### src/rtl/alu_pkg.sv
// Shared ALU definitions: opcode encodings, flag bundle, and the rule that
// decides which opcodes update the architectural flags.
package alu_pkg;

    typedef enum logic [2:0] {
        ALU_ADD = 3'b000,
        ALU_SUB = 3'b001,
        ALU_NOT = 3'b010,
        ALU_AND = 3'b011,
        ALU_OR  = 3'b100,
        ALU_XOR = 3'b101,
        ALU_SLT = 3'b110,
        ALU_EQ  = 3'b111
    } alu_op_e;

    typedef struct packed {
        logic overflow;
        logic carry;
        logic zero;
    } alu_flags_t;

    // Arithmetic and compare ops update flags; logic ops leave them alone.
    function automatic logic alu_sets_flags(input logic [2:0] sel);
        return (sel == ALU_ADD) || (sel == ALU_SUB) ||
               (sel == ALU_SLT) || (sel == ALU_EQ);
    endfunction

endpackage

### src/rtl/skid_buf2.sv
// Two-entry in-order skid buffer: a main entry that drives the outputs and a
// skid entry that absorbs one extra push while the consumer stalls.
module skid_buf2 #(
    parameter int unsigned W = 8
) (
    input  logic         clk,
    input  logic         rst_n,
    input  logic         i_push,
    input  logic [W-1:0] i_data,
    output logic         o_ready,
    output logic         o_valid,
    input  logic         i_pop_ready,
    output logic [W-1:0] o_data
);

    logic         r_main_valid;
    logic [W-1:0] r_main_data;
    logic         r_skid_valid;
    logic [W-1:0] r_skid_data;
    logic         w_pop;

    assign w_pop   = r_main_valid & i_pop_ready;
    assign o_ready = ~r_skid_valid;
    assign o_valid = r_main_valid;
    assign o_data  = r_main_data;

    // The producer only pushes while o_ready is high, so a push never meets
    // a full skid entry.
    always_ff @(posedge clk or negedge rst_n) begin
        if (!rst_n) begin
            r_main_valid <= 1'b0;
            r_main_data  <= '0;
            r_skid_valid <= 1'b0;
            r_skid_data  <= '0;
        end else if (w_pop && r_skid_valid) begin
            r_main_data  <= r_skid_data;
            r_skid_valid <= 1'b0;
        end else if (i_push && (!r_main_valid || w_pop)) begin
            r_main_valid <= 1'b1;
            r_main_data  <= i_data;
        end else begin
            if (w_pop) begin
                r_main_valid <= 1'b0;
            end
            if (i_push) begin
                r_skid_valid <= 1'b1;
                r_skid_data  <= i_data;
            end
        end
    end

endmodule

### src/rtl/alu_wb_stage.sv
// Writeback stage after the integer ALU: buffers {rd, result} for the
// register-file write port, keeps the flag register and a retire counter.
// Optional sticky overflow bit enabled by ALU_WB_STICKY_OVF_EN.
module alu_wb_stage
    import alu_pkg::*;
#(
    parameter int unsigned WIDTH = 4,
    parameter int unsigned RD_W  = 5,
    parameter int unsigned CNT_W = 16
) (
    input  logic             clk,
    input  logic             rst_n,
    input  logic             in_valid,
    output logic             in_ready,
    input  logic [2:0]       in_sel,
    input  logic [RD_W-1:0]  in_rd,
    input  logic [WIDTH-1:0] in_result,
    input  logic             in_overflow,
    input  logic             in_carry,
    input  logic             in_zero,
    output logic             wb_valid,
    input  logic             wb_ready,
    output logic [RD_W-1:0]  wb_rd,
    output logic [WIDTH-1:0] wb_data,
    output logic [2:0]       flags,
    output logic [CNT_W-1:0] retire_cnt
`ifdef ALU_WB_STICKY_OVF_EN
    ,
    input  logic             sticky_clr,
    output logic             sticky_ovf
`endif
);

    logic                  w_accept;
    logic                  w_push;
    logic                  w_write;
    logic                  w_flag_upd;
    logic [RD_W+WIDTH-1:0] w_buf_out;
    alu_flags_t            r_flags;
    logic [CNT_W-1:0]      r_retire_cnt;

    assign w_accept   = in_valid & in_ready;
    assign w_push     = w_accept & (in_rd != '0);
    assign w_write    = wb_valid & wb_ready;
    assign w_flag_upd = w_accept & alu_sets_flags(in_sel);

    skid_buf2 #(
        .W(RD_W + WIDTH)
    ) u_buf (
        .clk        (clk),
        .rst_n      (rst_n),
        .i_push     (w_push),
        .i_data     ({in_rd, in_result}),
        .o_ready    (in_ready),
        .o_valid    (wb_valid),
        .i_pop_ready(wb_ready),
        .o_data     (w_buf_out)
    );

    assign wb_rd      = w_buf_out[RD_W+WIDTH-1:WIDTH];
    assign wb_data    = w_buf_out[WIDTH-1:0];
    assign flags      = r_flags;
    assign retire_cnt = r_retire_cnt;

    // Flags follow acceptance, so results to r0 still update them.
    always_ff @(posedge clk or negedge rst_n) begin
        if (!rst_n) begin
            r_flags <= '0;
        end else if (w_flag_upd) begin
            r_flags <= '{overflow: in_overflow, carry: in_carry, zero: in_zero};
        end
    end

    always_ff @(posedge clk or negedge rst_n) begin
        if (!rst_n) begin
            r_retire_cnt <= '0;
        end else if (w_write) begin
            r_retire_cnt <= r_retire_cnt + 1'b1;
        end
    end

`ifdef ALU_WB_STICKY_OVF_EN
    logic r_sticky_ovf;

    assign sticky_ovf = r_sticky_ovf;

    always_ff @(posedge clk or negedge rst_n) begin
        if (!rst_n) begin
            r_sticky_ovf <= 1'b0;
        end else if (w_flag_upd && in_overflow) begin
            r_sticky_ovf <= 1'b1;
        end else if (sticky_clr) begin
            r_sticky_ovf <= 1'b0;
        end
    end
`endif

endmodule

### config.mk
export PLATFORM = sky130hd
export DESIGN_NAME = alu_wb_stage
export DESIGN_NICKNAME = d
export VERILOG_FILES = /design/src/rtl/alu_pkg.sv /design/src/rtl/skid_buf2.sv /design/src/rtl/alu_wb_stage.sv
export SDC_FILE = /design/constraint.sdc
export NUM_CORES = 1
export LEC_CHECK = 0
export CORE_MARGIN = 2
export CORE_UTILIZATION = 29
export CTS_BUF_LIST = sky130_fd_sc_hd__clkbuf_4
export CTS_CLUSTER_DIAMETER = 150
export DETAILED_ROUTE_END_ITERATION = 6
export HOLD_SLACK_MARGIN = 0.12
export PLACE_DENSITY = 0.64
export SLEW_MARGIN = 30
export SYNTH_ARGS = -nofsm -noshare
export SYNTH_HDL_FRONTEND = slang
export SYNTH_SLANG_ARGS = --single-unit
### constraint.sdc
create_clock -name clk -period 1.31 [get_ports clk]
set_input_delay 0.131 -clock clk [delete_from_list [all_inputs] [get_ports clk]]
set_output_delay 0.131 -clock clk [all_outputs]
set_load 0.01 [all_outputs]
Word level (Yosys, flattened, before mapping)
Cells that the tools add are included.
{"block": "word_totals", "regBits": 39, "in_bits": 19, "out_inout_bits": 30, "elab_cells": 42}
{"block": "op_classes", "add_sub_neg": 1, "n_eq_ne": 4, "n_mux": 7, "n_bitwise": 7, "reduce_logical": 15}
{"op": "$mux W9", "n": 2}
{"op": "$add A16 B1 Y16 const B", "n": 1}
{"op": "$eq A3 B3 Y1 const B", "n": 2}
{"op": "$reduce_bool A2 Y1", "n": 3}
{"op": "$mux W1", "n": 5}
{"op": "$reduce_bool A5 Y1", "n": 1}
{"op": "$and A1 B1 Y1", "n": 4}
{"op": "$logic_or A1 B1 Y1", "n": 4}
{"op": "$reduce_and A2 Y1", "n": 2}
{"op": "$eq A3 B1 Y1 const B", "n": 1}
{"op": "$logic_not A3 Y1", "n": 1}
{"op": "$not A1 Y1", "n": 3}
{"op": "$reduce_and A3 Y1", "n": 1}
{"op": "$logic_and A1 B1 Y1", "n": 2}
{"op": "$ne A2 B1 Y1 const B", "n": 1}
{"op": "$logic_not A1 Y1", "n": 1}

Depth between registers and ports, before layout
Gate-level depths: netlist of the first run.
{"block": "depth", "depth_word": 6, "ltp_mapped": 5, "ltp_nobuf": 5}

Hierarchy
From an unflattened synthesis of the first run, not the netlist that was laid out.
{"block": "hier_totals", "cells_unflattened": 150, "hier_area_um2": 1891.8}
{"module": "skid_buf2", "n_inst": 1, "cells_per_inst": 78, "area_each_um2": 1038.5, "seq_area_each_um2": 500.5}
{"module": "alu_wb_stage", "n_inst": 1, "cells_per_inst": 72, "area_each_um2": 853.3, "seq_area_each_um2": 475.5}

Worst setup path before layout of the first run
Ideal clock, no wire load.
{"block": "synth_timing", "path_kind": "reg-to-reg", "from": "reg r_retire_cnt[0] (netlist: retire_cnt[0])", "to": "reg r_retire_cnt[10] (netlist: retire_cnt[10])", "setup_ps": 126, "arrival_ps": 1308, "t_required_ps": 1184, "setup_slack_ps": -124, "stages_incl_launch_ff": 6, "n_path_buf": 0, "period_less_slack_ps": 1434, "cell_sequence": "dfrtp_1 ha_1 nand3_1 nor4_2 nand2_1 xnor2_1"}
{"block": "synth_via", "elab_chain_cells": 1}
{"item": "from (decl)", "line": "alu_wb_stage.sv:40", "text": "logic [CNT_W-1:0] r_retire_cnt;"}
{"item": "from (signal assigned)", "line": "alu_wb_stage.sv:78", "text": "r_retire_cnt <= r_retire_cnt + 1'b1;"}
{"item": "$add A16 B1 Y16", "line": "alu_wb_stage.sv:78"}
No other way between the ends.
A chain may end at the register's enable or synchronous reset.

Final worst setup path of the first run
{"block": "layout_timing", "from": "reg u_buf.r_main_valid (netlist: u_buf.o_valid)", "to": "reg u_buf.r_main_data[2] (netlist: u_buf.o_data[2])"}
{"block": "layout_via", "elab_chain_cells": 4, "elab_cells_between_ends": 7, "classes_between": "mux: 1; bitwise: 1; reduce/logical: 5"}
{"item": "from (decl)", "line": "skid_buf2.sv:16", "text": "logic r_main_valid;"}
{"item": "from (signal assigned)", "line": "skid_buf2.sv:31", "text": "r_main_valid <= 1'b0;"}
{"item": "from (signal assigned)", "line": "skid_buf2.sv:39", "text": "r_main_valid <= 1'b1;"}
{"item": "from (signal assigned)", "line": "skid_buf2.sv:43", "text": "r_main_valid <= 1'b0;"}
{"item": "$and A1 B1 Y1 or $logic_not A1 Y1 (tied branches)", "line": "skid_buf2.sv:22, skid_buf2.sv:38"}
{"item": "$logic_or A1 B1 Y1", "line": "skid_buf2.sv:38", "text": "end else if (i_push && (!r_main_valid || w_pop)) begin"}
{"item": "$logic_and A1 B1 Y1", "line": "skid_buf2.sv:38"}
{"item": "$reduce_bool A2 Y1 (no source line)"}
{"item": "to (signal assigned)", "line": "skid_buf2.sv:36", "text": "r_main_data <= r_skid_data;"}
{"item": "to (signal assigned)", "line": "skid_buf2.sv:40", "text": "r_main_data <= i_data;"}
{"item": "to (decl)", "line": "skid_buf2.sv:17", "text": "logic [W-1:0] r_main_data;"}
Several ways; a longest one is shown, not always the timed one.

==> impl_summary.log, run 1 <==
INFO  metric outcome = finished with violations
INFO  metric failed_checks = negative setup slack
INFO  metric place_hpwl = 2.74 mm
INFO  metric n_antenna_cell = 0
INFO  metric syn-mean-instance-area = 12.8 um^2
INFO  metric wirelength = 3.90 mm
INFO  metric power_frac_seq = 38.6%
INFO  metric critPathCaptureType = register
INFO  metric max-clock-path-buffers = 2
INFO  metric grt_util_all_layers = approximately an eighth
INFO  metric count_of_buffers_inserted_at_the_top_level_ports = 47
INFO  metric mappedNetlistNets = 151
INFO  metric timing.critical_path.from_type = register
INFO  metric cp.buffers_inverters = 2
INFO  metric period_share = 105%
INFO  metric worstSetupPathType = reg -> reg
INFO  metric required = 1520 ps
INFO  metric core_area = 0.00554 mm^2
INFO  metric totalNegativeSetupSlack = -615 ps
INFO  metric inserted_clock_buffers = 5
INFO  metric layout_min_cycle_time = 1380 ps
INFO  metric hp-class = in -> async
INFO  metric timing.clock.skew = 23.8 ps
INFO  metric fp.dieH = 80.1 um
INFO  metric total_via_count_in_the_routed_design = 1397
INFO  metric die_x = 80.1 um
INFO  metric synthAdderAreaFrac = 0.745%
INFO  metric cpLargestDelayFamily = flip-flops
INFO  metric timing.rr.end = u_buf.o_data[2]$_DFFE_PN0P_
INFO  metric synth_cell_types = 27
INFO  metric instances_no_fill = 306
INFO  metric clkTransAtPathRegs = 130 ps
INFO  metric grt-ovfl-total = 0
INFO  metric root_buffer_cell = sky130_fd_sc_hd__clkbuf_4
INFO  metric grt_setup_unrepaired = yes
INFO  metric p_switching = 1.71 mW
INFO  metric dr.first_iter.drc_count = 45
INFO  metric critical-path-top-cell-by-count = sky130_fd_sc_hd__buf_6
INFO  metric placer_s_final_routability_congestion_estimate = 0.756
INFO  metric vias_per_cell = 4.57
INFO  metric full_die_area = between 0.006 and 0.007 mm^2
INFO  metric power_report.internal_total = 3.24 mW
INFO  metric cp_slowest_cell = sky130_fd_sc_hd__dfrtp_2
INFO  metric setup_violations = 22
INFO  metric critPathArrivalTime = 1580 ps
INFO  metric final_net_count = roughly 250
INFO  metric synthXorXnorAreaFrac = 8.35%
INFO  metric drive_above_1_share = 41.9%
INFO  metric worst_r2r_startpoint = u_buf.o_valid$_DFFE_PN0P_
INFO  metric power.density_cell_area = 1780 mW/mm^2
INFO  metric muxShareOfSynthArea = 8.72%
INFO  metric synth-compound-area-share = under 10%
INFO  metric maximum_number_of_pins_on_one_net_before_global_route_repair = 40
INFO  metric synthSimpleGateAreaFrac = approximately 13%
INFO  metric regToRegSetupSlack = -70 ps
INFO  metric rows = 27
INFO  metric worstPathMaxFanout = 6
INFO  metric wire_length_of_the_first_global_routing_pass = approximately 6.5 mm
INFO  metric synth_cells = 131
INFO  metric worstSkewPairLatency = 340 ps
INFO  metric synth_top_family_by_area = simple AND/OR/NAND/NOR gates
INFO  metric synth_seq_cells = 39
INFO  metric postRouteAntennaNets = 0
INFO  metric switching_portion_of_total_power = 34.5%
INFO  metric ys.warnings.count = 0
INFO  metric first_pass_iters = 4
INFO  metric worst_ir_drop_on_vdd = roughly 0.94 mV
INFO  metric clockPowerShare = between 10% and 20%
INFO  metric slew-limit-headroom = 71.8%
INFO  metric tightestPinTransition = 424 ps
INFO  metric clock-sinks = 39
INFO  metric max_stage_delay = 440 ps
INFO  metric critical_path.cell_chain = buf_6 > nand2_4 > nor2_4 > buf_6 > and2_1 > a221o_1
INFO  metric finalHoldViolations = 0
INFO  metric p_leak = between 1 and 1.5 nW
INFO  metric grt_antenna_before_repair = 0
INFO  metric seq_area_frac_synth = 58.1%
INFO  metric cts_tree = yes
INFO  metric max_cap_viol_count = 0
INFO  metric areaGrowthSynthToFinish = 65.0%
INFO  metric share_comb_of_total_power = 49.4%
INFO  metric first_global_vias = 1420
INFO  metric layout.cells.most_common_list = sky130_fd_sc_hd__buf_4, sky130_fd_sc_hd__dfrtp_1, sky130_fd_sc_hd__dlygate4sd2_1, sky130_fd_sc_hd__clkdlybuf4s50_1, sky130_fd_sc_hd__mux2_2
INFO  metric drt_drc_violations_left = 0
INFO  metric initial_core_util = 30.3%
INFO  metric achievable-frequency = 727 MHz
INFO  metric r2r_cells = 6
INFO  metric layout.cells.most_common = sky130_fd_sc_hd__buf_4
INFO  metric pin_count = between 40 and 50
INFO  metric max_h_tree_level = 2
INFO  metric combined_area_of_all_synthesized_cells = 0.00168 mm^2
INFO  metric placed_instances = 282
INFO  metric drv_slew = 0
INFO  metric final.setup.worst_slack = -65.5 ps
INFO  metric drt-wirelength-per-cell = 12.7 um
[power groups by stage]
stage / combinational, mW / sequential [mW] / clock [mW]
after floorplan: 0.886 / 2.09 / 0
after global placement: 2.29 / 1.95 / 0
after detailed placement: 2.32 / 1.95 / 0
after CTS: 2.37 / 1.91 / 0.631
after global routing: 2.64 / 1.96 / 0.691
final: 2.44 / 1.91 / 0.593
[through the flow]
stage	util (%)	instance area [um^2]	total power, mW	hold slack, ps	setup slack [ps]
finish	50.0	2770	4.94	274	-65.5
global route	50.0	2770	5.29	281	-117
CTS	49.0	2720	4.91	278	-72.3
detailed placement	45.5	2520	4.27	118	-391
global placement	45.5	2520	4.24	116	-363
floorplan	-	1720	2.97	-165	-4.49
[what timing repair did]
action	4_1_cts	5_1_grt
hold buffers	1	0
hold endpoints to repair	39	0
pin swaps	2	5
gates cloned	1	0
setup buffers	10	4
endpoints found under the setup margin	56	37
gates resized for setup	53	20
[logic make-up (layout without fill, tap and decap cells)]
kind of cell	count (synthesis)	after routing
muxes	13	13
buffers and inverters	6	108
and+or+nand+nor	36	37
DFF	39	39
AOI/OAI and AO/OA	20	20
adders and majority gates	1	1
xor gates and xnor gates	16	16
[cells in the mapped netlist (all sizes together)]
library cell  number  area, um^2
nand4              1        12.5
a21o               5        37.5
ha                 1        12.5
inv                5        18.8
dfrtp             39         976
a22o               5        43.8
nor2               6        25.0
a31oi              1        6.26
buf                1        7.51
o21ai              2        10.0
nor4               2        33.8
nand2b             1        6.26
mux2              13         146
xor2               7        61.3
nand3              6        35.0
nand2              8        30.0
and3               3        18.8
a221o              4        40.0
and2               5        31.3
a21oi              3        22.5
nor3               4        25.0
xnor2              9        78.8
[area by class of cell]
class / instances / area [um^2]
clock buffers: 6 / 45.0
flip-flops and latches: 39 / 978
fillers: 511 / 2770
repair buffers: 95 / 812
inverters: 5 / 18.8
clock inverters: 2 / 8.76
multi-input cells: 87 / 817
well taps: 72 / 90.1
[worst max-delay path by stage]
| stage | startpoint | end | slack [ps] | cells after the start |
|---|---|---|---|---|
| after floorplan | u_buf.o_valid$_DFFE_PN0P_ | u_buf.o_data[0]$_DFFE_PN0P_ | -4 | 5 |
| after global placement | in_rd[3] | u_buf.r_skid_data[4]$_DFFE_PN0P_ | -360 | 5 |
| after detailed placement | in_rd[3] | u_buf.r_skid_data[4]$_DFFE_PN0P_ | -390 | 5 |
| after CTS | u_buf.o_valid$_DFFE_PN0P_ | u_buf.o_data[2]$_DFFE_PN0P_ | -70 | 6 |
| after global routing | u_buf.o_valid$_DFFE_PN0P_ | retire_cnt[8]$_DFFE_PN0N_ | -120 | 6 |
| final | u_buf.o_valid$_DFFE_PN0P_ | u_buf.o_data[2]$_DFFE_PN0P_ | -70 | 6 |
[tightest hold or removal path, cell delays in order]
cell	delay (ps)
sky130_fd_sc_hd__dlygate4sd3_1	520
sky130_fd_sc_hd__buf_2	120
sky130_fd_sc_hd__buf_12	220
[per-layer routing]
| metal | GRT usage (%) | up-vias | part of all wire [%] |
|---|---|---|---|
| met5 | 0 | - | 0 |
| met4 | 3.56 | 0 | 1.2 |
| met3 | 3.37 | 7 | 4.3 |
| met2 | 22.4 | 38 | 50 |
| met1 | 16.5 | 682 | 44 |
| li1 | - | 670 | - |
[flip-flops by register name (all words and copies together), names as in the netlist]
signal	count
flags	3
retire_cnt	16
u_buf.r_skid_valid	1
u_buf.r_skid_data	9
u_buf.o_valid	1
u_buf.o_data	9
No activity file was read; power rests on OpenSTA's default activity.
==> run 2: changes to the inputs <==
==> constraint.sdc (replaced) <==
create_clock -name clk -period 1.31 [get_ports clk]
set_input_delay 0.1965 -clock clk [delete_from_list [all_inputs] [get_ports clk]]
set_output_delay 0.1965 -clock clk [all_outputs]
set_load 0.01 [all_outputs]
==> impl_summary.log, run 2 (synthesis gave the netlist of run 1 again) <==
INFO  metric outcome = finished with violations
INFO  metric failed_checks = negative setup slack
INFO  metric p_leak = 1.37 nW (-0.45%)
INFO  metric period_share = 102% (-2.5 points)
INFO  metric setup_violations = 13 (-41%)
INFO  metric post_layout_utilization_of_the_core = 49.1% (-0.88 points)
INFO  metric drv_slew = 0 (unchanged)
INFO  metric pin_count = 49 (unchanged)
INFO  metric dr.first_iter.drc_count = 17 (-62%)
INFO  metric placer_s_final_routability_congestion_estimate = 0.756 (about the same)
INFO  metric fp.dieH = 80.1 um (unchanged)
INFO  metric grt-ovfl-total = 0 (unchanged)
INFO  metric cp.buffers_inverters = 0 (-2)
INFO  metric final.setup.worst_slack = -32.2 ps (+33.3 ps)
INFO  metric cts_tree = yes
INFO  metric drive_above_1_share = 43.3% (+1.5 points)
INFO  metric max-clock-path-buffers = 2 (unchanged)
INFO  metric maximum_number_of_pins_on_one_net_before_global_route_repair = 21 (-48%)
INFO  metric root_buffer_cell = sky130_fd_sc_hd__clkbuf_4
INFO  metric drt_drc_violations_left = 0 (unchanged)
INFO  metric r2r_cells = 4 (-2)
INFO  metric instances_no_fill = 305 (-0.33%)
INFO  metric clkTransAtPathRegs = 120 ps (about the same)
INFO  metric critical_path.cell_chain = nand2b_4 > nor2_2 > nand3_4 > mux2_2
INFO  metric first_global_vias = 1473 (+3.7%)
INFO  metric design_area = 0.00272 mm^2 (-1.8%)
INFO  metric max_stage_delay = 430 ps (about the same)
INFO  metric timing.clock.skew = 9.59 ps (-14.2 ps)
INFO  metric rows = 27 (unchanged)
INFO  metric finalHoldViolations = 0 (unchanged)
INFO  metric grt_antenna_before_repair = 0 (unchanged)
INFO  metric critPathCaptureType = register
INFO  metric placed_instances = 281 (-0.35%)
INFO  metric tightestPinTransition = 458 ps (+34.5 ps)
INFO  metric cpLargestDelayFamily = simple AND/OR/NAND/NOR gates
INFO  metric worstSetupPathDepth = 4 (-2)
INFO  metric largest_register_ff_count = 16 (unchanged)
INFO  metric worst_ir_drop_on_vdd = 0.884 mV (-5.6%)
INFO  metric worstSkewPairLatency = 340 ps (about the same)
INFO  metric first_pass_iters = 4 (unchanged)
INFO  metric hp-class = in -> async
INFO  metric cp_slowest_cell = sky130_fd_sc_hd__dfrtp_1
INFO  metric layout.cells.most_common = sky130_fd_sc_hd__buf_4
INFO  metric grt_setup_unrepaired = yes
INFO  metric layout.cells.most_common_list = sky130_fd_sc_hd__buf_4, sky130_fd_sc_hd__dfrtp_1, sky130_fd_sc_hd__dlygate4sd2_1, sky130_fd_sc_hd__clkdlybuf4s50_1, sky130_fd_sc_hd__mux2_2
INFO  metric inserted_clock_buffers = 5 (unchanged)
INFO  metric wirelength = 4.01 mm (+3.0%)
INFO  metric clock-sinks = 39 (unchanged)
INFO  metric initial_core_util = 30.3% (unchanged)
INFO  metric total_via_count_in_the_routed_design = 1382 (-1.1%)
INFO  metric areaGrowthSynthToFinish = 62.1%
INFO  metric core_area = 0.00554 mm^2 (unchanged)
INFO  metric max_cap_viol_count = 0 (unchanged)
INFO  metric grt_util_all_layers = 13.4% (+0.25 points)
INFO  metric layout_min_cycle_time = 1340 ps (-33.3 ps)
INFO  metric placed_area = 0.00250 mm^2 (-0.79%)
INFO  metric critPathArrivalTime = 1570 ps (about the same)
INFO  metric slew-limit-headroom = 69.5% (-2.3 points)
INFO  metric worstPathMaxFanout = 9 (+3)
INFO  metric final_net_count = 252 (-0.40%)
INFO  metric count_of_buffers_inserted_at_the_top_level_ports = 47 (unchanged)
INFO  metric full_die_area = 0.00641 mm^2 (unchanged)
INFO  metric max_h_tree_level = 2 (unchanged)
INFO  metric die_x = 80.1 um (unchanged)
INFO  metric postRouteAntennaNets = 0 (unchanged)
INFO  metric required = 1540 ps (+20 ps)
INFO  metric timing.critical_path.from_type = register
INFO  metric worstSetupPathType = reg -> reg
INFO  metric place_hpwl = 2.89 mm (+5.4%)
INFO  metric power.density_cell_area = 1800 mW/mm^2 (+0.65%)
INFO  metric wire_length_of_the_first_global_routing_pass = 6.72 mm (+3.2%)
INFO  metric n_antenna_cell = 0 (unchanged)
INFO  metric drt-wirelength-per-cell = 13.2 um (+3.3%)
INFO  metric achievable-frequency = 745 MHz (+2.5%)
INFO  metric vias_per_cell = 4.53 (-0.75%)
[run 2: changes by cell type in the layout (fill, tap and decap cells not counted), sizes merged]
cell,delta
dlygate4sd2,+1
a21oi,+1
clkdlybuf4s50,+1
buf,+2
nand3,-1
clkdlybuf4s15,-5
[run 2: path summary, 6_finish.rpt]
| check | from | to | slack, ps |
|---|---|---|---|
| min in group clk | in_zero | flags[0]$_DFFE_PN0P_ | 460 |
| min reg2reg | u_buf.o_data[6]$_DFFE_PN0P_ | u_buf.o_data[6]$_DFFE_PN0P_ | 490 |
| max | u_buf.r_skid_valid$_DFFE_PN0P_ | u_buf.r_skid_data[1]$_DFFE_PN0P_ | -30 |
| min | rst_n | retire_cnt[11]$_DFFE_PN0N_ | 330 |
| max in group asynchronous | rst_n | u_buf.o_data[4]$_DFFE_PN0P_ | 440 |
| max reg2reg | u_buf.r_skid_valid$_DFFE_PN0P_ | u_buf.r_skid_data[1]$_DFFE_PN0P_ | -30 |
[run 2: layer usage]
metal  vias up  GRT usage [%]  part of all wire (%)
li1        662              -                     -
met1       680           16.8                    45
met2        40           22.8                    50
met3         0           4.49                   5.5
met4         0           2.37                     0
met5         -              0                     0
[run 2: power by group]
group	leakage [nW]	total (mW)	internal, mW	switching (mW)
Combinational	0.856	2.37	1.31	1.07
Clock	0.0307	0.595	0.220	0.375
Sequential	0.487	1.92	1.66	0.257
[run 2: timing repair]
| item | in CTS | in global routing |
|---|---|---|
| setup endpoints to repair | 50 | 41 |
| gates resized for setup | 52 | 24 |
| pin swaps | 3 | 14 |
| hold buffers | 1 | 0 |
| endpoints found under the hold margin | 18 | 0 |
| gates cloned | 1 | 0 |
| buffers inserted | 11 | 3 |
[run 2: through the flow]
step | power [mW] | TNS, ps | hold slack (ps) | setup WS, ps
after CTS | 4.81 | -496 | 333 | -36.8
after detailed placement | 4.22 | -11160 | 175 | -396
after floorplan | 2.97 | -18.0 | -99.1 | -4.49
final | 4.89 | -320 | 327 | -32.2
after global routing | 5.24 | -1710 | 348 | -105
after global placement | 4.17 | -10930 | 173 | -392
[run 2: layout make-up]
class | instances | area (um^2)
sequential | 39 | 977
tap | 72 | 90.1
fill | 542 | 2820
inverter | 5 | 18.8
multi-input combinational | 87 | 803
timing repair buffer | 94 | 779
clock buffer | 6 | 45.0
clock inverter | 2 | 7.51
[run 2: worst reg2reg max path, stage by stage (launching register included)]
cell,delay (ps)
sky130_fd_sc_hd__dfrtp_1,430
sky130_fd_sc_hd__nand2b_4,180
sky130_fd_sc_hd__nor2_2,140
sky130_fd_sc_hd__nand3_4,170
sky130_fd_sc_hd__mux2_2,320
==> run 3: changes to the inputs <==
- PLACE_DENSITY: 0.64 -> 0.62
- clock period: 1.31 -> 1.7 ns (I/O delays scaled with it)
==> impl_summary.log, run 3 (synthesis gave the netlist of run 1 again) <==
INFO  metric full_die_area = 0.00641 mm^2 (unchanged)
INFO  metric max_stage_delay = 580 ps (+150 ps)
INFO  metric layout.cells.most_common_list = sky130_fd_sc_hd__clkdlybuf4s50_1, sky130_fd_sc_hd__dfrtp_1, sky130_fd_sc_hd__buf_4, sky130_fd_sc_hd__mux2_2, sky130_fd_sc_hd__xnor2_1
INFO  metric max_h_tree_level = 2 (unchanged)
INFO  metric initial_core_util = 30.3% (unchanged)
INFO  metric grt_util_all_layers = 11.9% (-1.5 points)
INFO  metric critical_path.cell_chain = clkdlybuf4s50_1
INFO  metric critPathArrivalTime = 1350 ps (-220 ps)
INFO  metric timing.clock.skew = 13.7 ps (+4.12 ps)
INFO  metric core_area = 0.00554 mm^2 (unchanged)
INFO  metric wirelength = 3.44 mm (-14%)
INFO  metric final_net_count = 226 (-10%)
INFO  metric pin_count = 49 (unchanged)
INFO  metric finalHoldViolations = 0 (unchanged)
INFO  metric total_via_count_in_the_routed_design = 1247 (-9.8%)
INFO  metric max_cap_viol_count = 0 (unchanged)
INFO  metric worstPathMaxFanout = 4 (-5)
INFO  metric dr.first_iter.drc_count = 32 (+15)
INFO  metric worstSetupPathType = reg -> out
INFO  metric totalNegativeSetupSlack = 0 ps (+320 ps)
INFO  metric p_leak = 1.14 nW (-17%)
INFO  metric grt_antenna_before_repair = 0 (unchanged)
INFO  metric worstSkewPairLatency = 340 ps (about the same)
INFO  metric tightestPinTransition = 457 ps (-1.71 ps)
INFO  metric root_buffer_cell = sky130_fd_sc_hd__clkbuf_4
INFO  metric required = 1440 ps (-100 ps)
INFO  metric critPathCaptureType = output pin
INFO  metric maximum_number_of_pins_on_one_net_before_global_route_repair = 23 (+9.5%)
INFO  metric drt_drc_violations_left = 0 (unchanged)
INFO  metric fillerInstances = 539 (-0.55%)
INFO  metric die_x = 80.1 um (unchanged)
INFO  metric postRouteAntennaNets = 0 (unchanged)
INFO  metric layout.cells.most_common = sky130_fd_sc_hd__clkdlybuf4s50_1
INFO  metric cp_slowest_cell = sky130_fd_sc_hd__clkdlybuf4s50_1
INFO  metric drive_above_1_share = 24.6% (-19 points)
INFO  metric vias_per_cell = 4.47 (-1.4%)
INFO  metric count_of_buffers_inserted_at_the_top_level_ports = 47 (unchanged)
INFO  metric first_pass_iters = 4 (unchanged)
INFO  metric worst_ir_drop_on_vdd = 0.702 mV (-21%)
INFO  metric hp-class = in -> async
INFO  metric wire_length_of_the_first_global_routing_pass = 5.93 mm (-12%)
INFO  metric grt-ovfl-total = 0 (unchanged)
INFO  metric power.density_cell_area = 1470 mW/mm^2 (-18%)
INFO  metric pre_cts_setup_slack = -113 ps (+283 ps)
INFO  metric drv_slew = 0 (unchanged)
INFO  metric largest_register_ff_count = 16 (unchanged)
INFO  metric cp.buffers_inverters = 1 (+1)
INFO  metric fp.dieH = 80.1 um (unchanged)
INFO  metric cpLargestDelayFamily = buffers and inverters
INFO  metric instances_no_fill = 279 (-8.5%)
INFO  metric fin_total_pwr = 3.66 mW (-25%)
INFO  metric timing.hold.ws = 380 ps (+53.1 ps)
INFO  metric timing.critical_path.from_type = register
INFO  metric layout_min_cycle_time = between 1500 and 2000 ps
INFO  metric rows = 27 (unchanged)
INFO  metric n_antenna_cell = 0 (unchanged)
INFO  metric drt-wirelength-per-cell = 12.3 um (-6.3%)
INFO  metric grt_setup_unrepaired = no
INFO  metric placed_instances = 268 (-4.6%)
INFO  metric period_share = ~95%
INFO  metric place_hpwl = 2.56 mm (-11%)
INFO  metric cts_tree = yes
INFO  metric clock-sinks = 39 (unchanged)
INFO  metric placer_s_final_routability_congestion_estimate = 0.747 (-1.2%)
INFO  metric outcome = completed
INFO  metric inserted_clock_buffers = 5 (unchanged)
INFO  metric setup_violations = 0 (-13)
INFO  metric clkTransAtPathRegs = 120 ps (about the same)
INFO  metric achievable-frequency = 621 MHz
INFO  metric final.setup.worst_slack = 90.2 ps (+122 ps)
INFO  metric first_global_vias = 1277 (-13%)
INFO  metric max-clock-path-buffers = 2 (unchanged)
INFO  metric slew-limit-headroom = 69.6% (+0.11 points)
INFO  metric areaGrowthSynthToFinish = 47.9%
-- run 3: changes by cell type in the layout (fill, tap and decap cells not counted), sizes merged --
cell           before  now
a21oi               4    3
buf                50   22
bufinv              0    1
clkbuf             11    5
clkdlybuf4s50      16   45
dlygate4sd2        22    1
-- run 3: where the power goes --
group / leakage, nW / total [mW] / internal (mW) / switching, mW
sequential: 0.487 / 1.52 / 1.28 / 0.238
clock: 0.0426 / 0.605 / 0.303 / 0.303
combinational: 0.614 / 1.53 / 0.935 / 0.596
-- run 3: per-layer routing --
metal | vias to the layer above | global-route usage [%] | wire length (um)
li1 | 612 | - | -
met1 | 593 | 15.5 | 1630
met2 | 38 | 18.7 | 1550
met3 | 4 | 3.93 | 230
met4 | 0 | 4.07 | 31
met5 | - | 0 | 0
-- run 3: layout make-up --
type,count,area (um^2),area share (%)
well taps,72,90.1,3.63
clock inverters,3,38.8,1.56
inverters,5,18.8,0.756
clock buffers,5,37.5,1.51
repair buffers,69,644,25.9
multi-input cells,86,677,27.3
flip-flops and latches,39,977,39.3
-- run 3: what timing repair did --
action                                  CTS  global route
endpoints found under the setup margin    2             1
setup buffers                             0             2
gates resized for setup                   2             0
endpoints found under the hold margin    17             0
pin swaps                                 0             0
hold buffers                              1             0
-- run 3: worst paths after layout --
path	end	start	cells after the start	slack [ps]
min in group clk	retire_cnt[15]$_DFFE_PN0N_	retire_cnt[15]$_DFFE_PN0N_	1	490
hold / removal	retire_cnt[6]$_DFFE_PN0N_	rst_n	2	380
max in group asynchronous	u_buf.o_data[7]$_DFFE_PN0P_	rst_n	3	840
setup reg to reg	u_buf.o_data[0]$_DFFE_PN0P_	u_buf.r_skid_valid$_DFFE_PN0P_	5	200
hold reg to reg	retire_cnt[15]$_DFFE_PN0N_	retire_cnt[15]$_DFFE_PN0N_	1	490
setup / recovery	retire_cnt[0]	retire_cnt[0]$_DFFE_PN0N_	1	90
-- run 3: per-stage QoR --
step | instance area (um^2) | util [%]
2_1_floorplan | 1680 | -
3_3_place_gp | 2380 | 43.0
4_1_cts | 2470 | 44.6
3_5_place_dp | 2380 | 43.0
5_1_grt | 2480 | 44.8
6_report | 2480 | 44.8
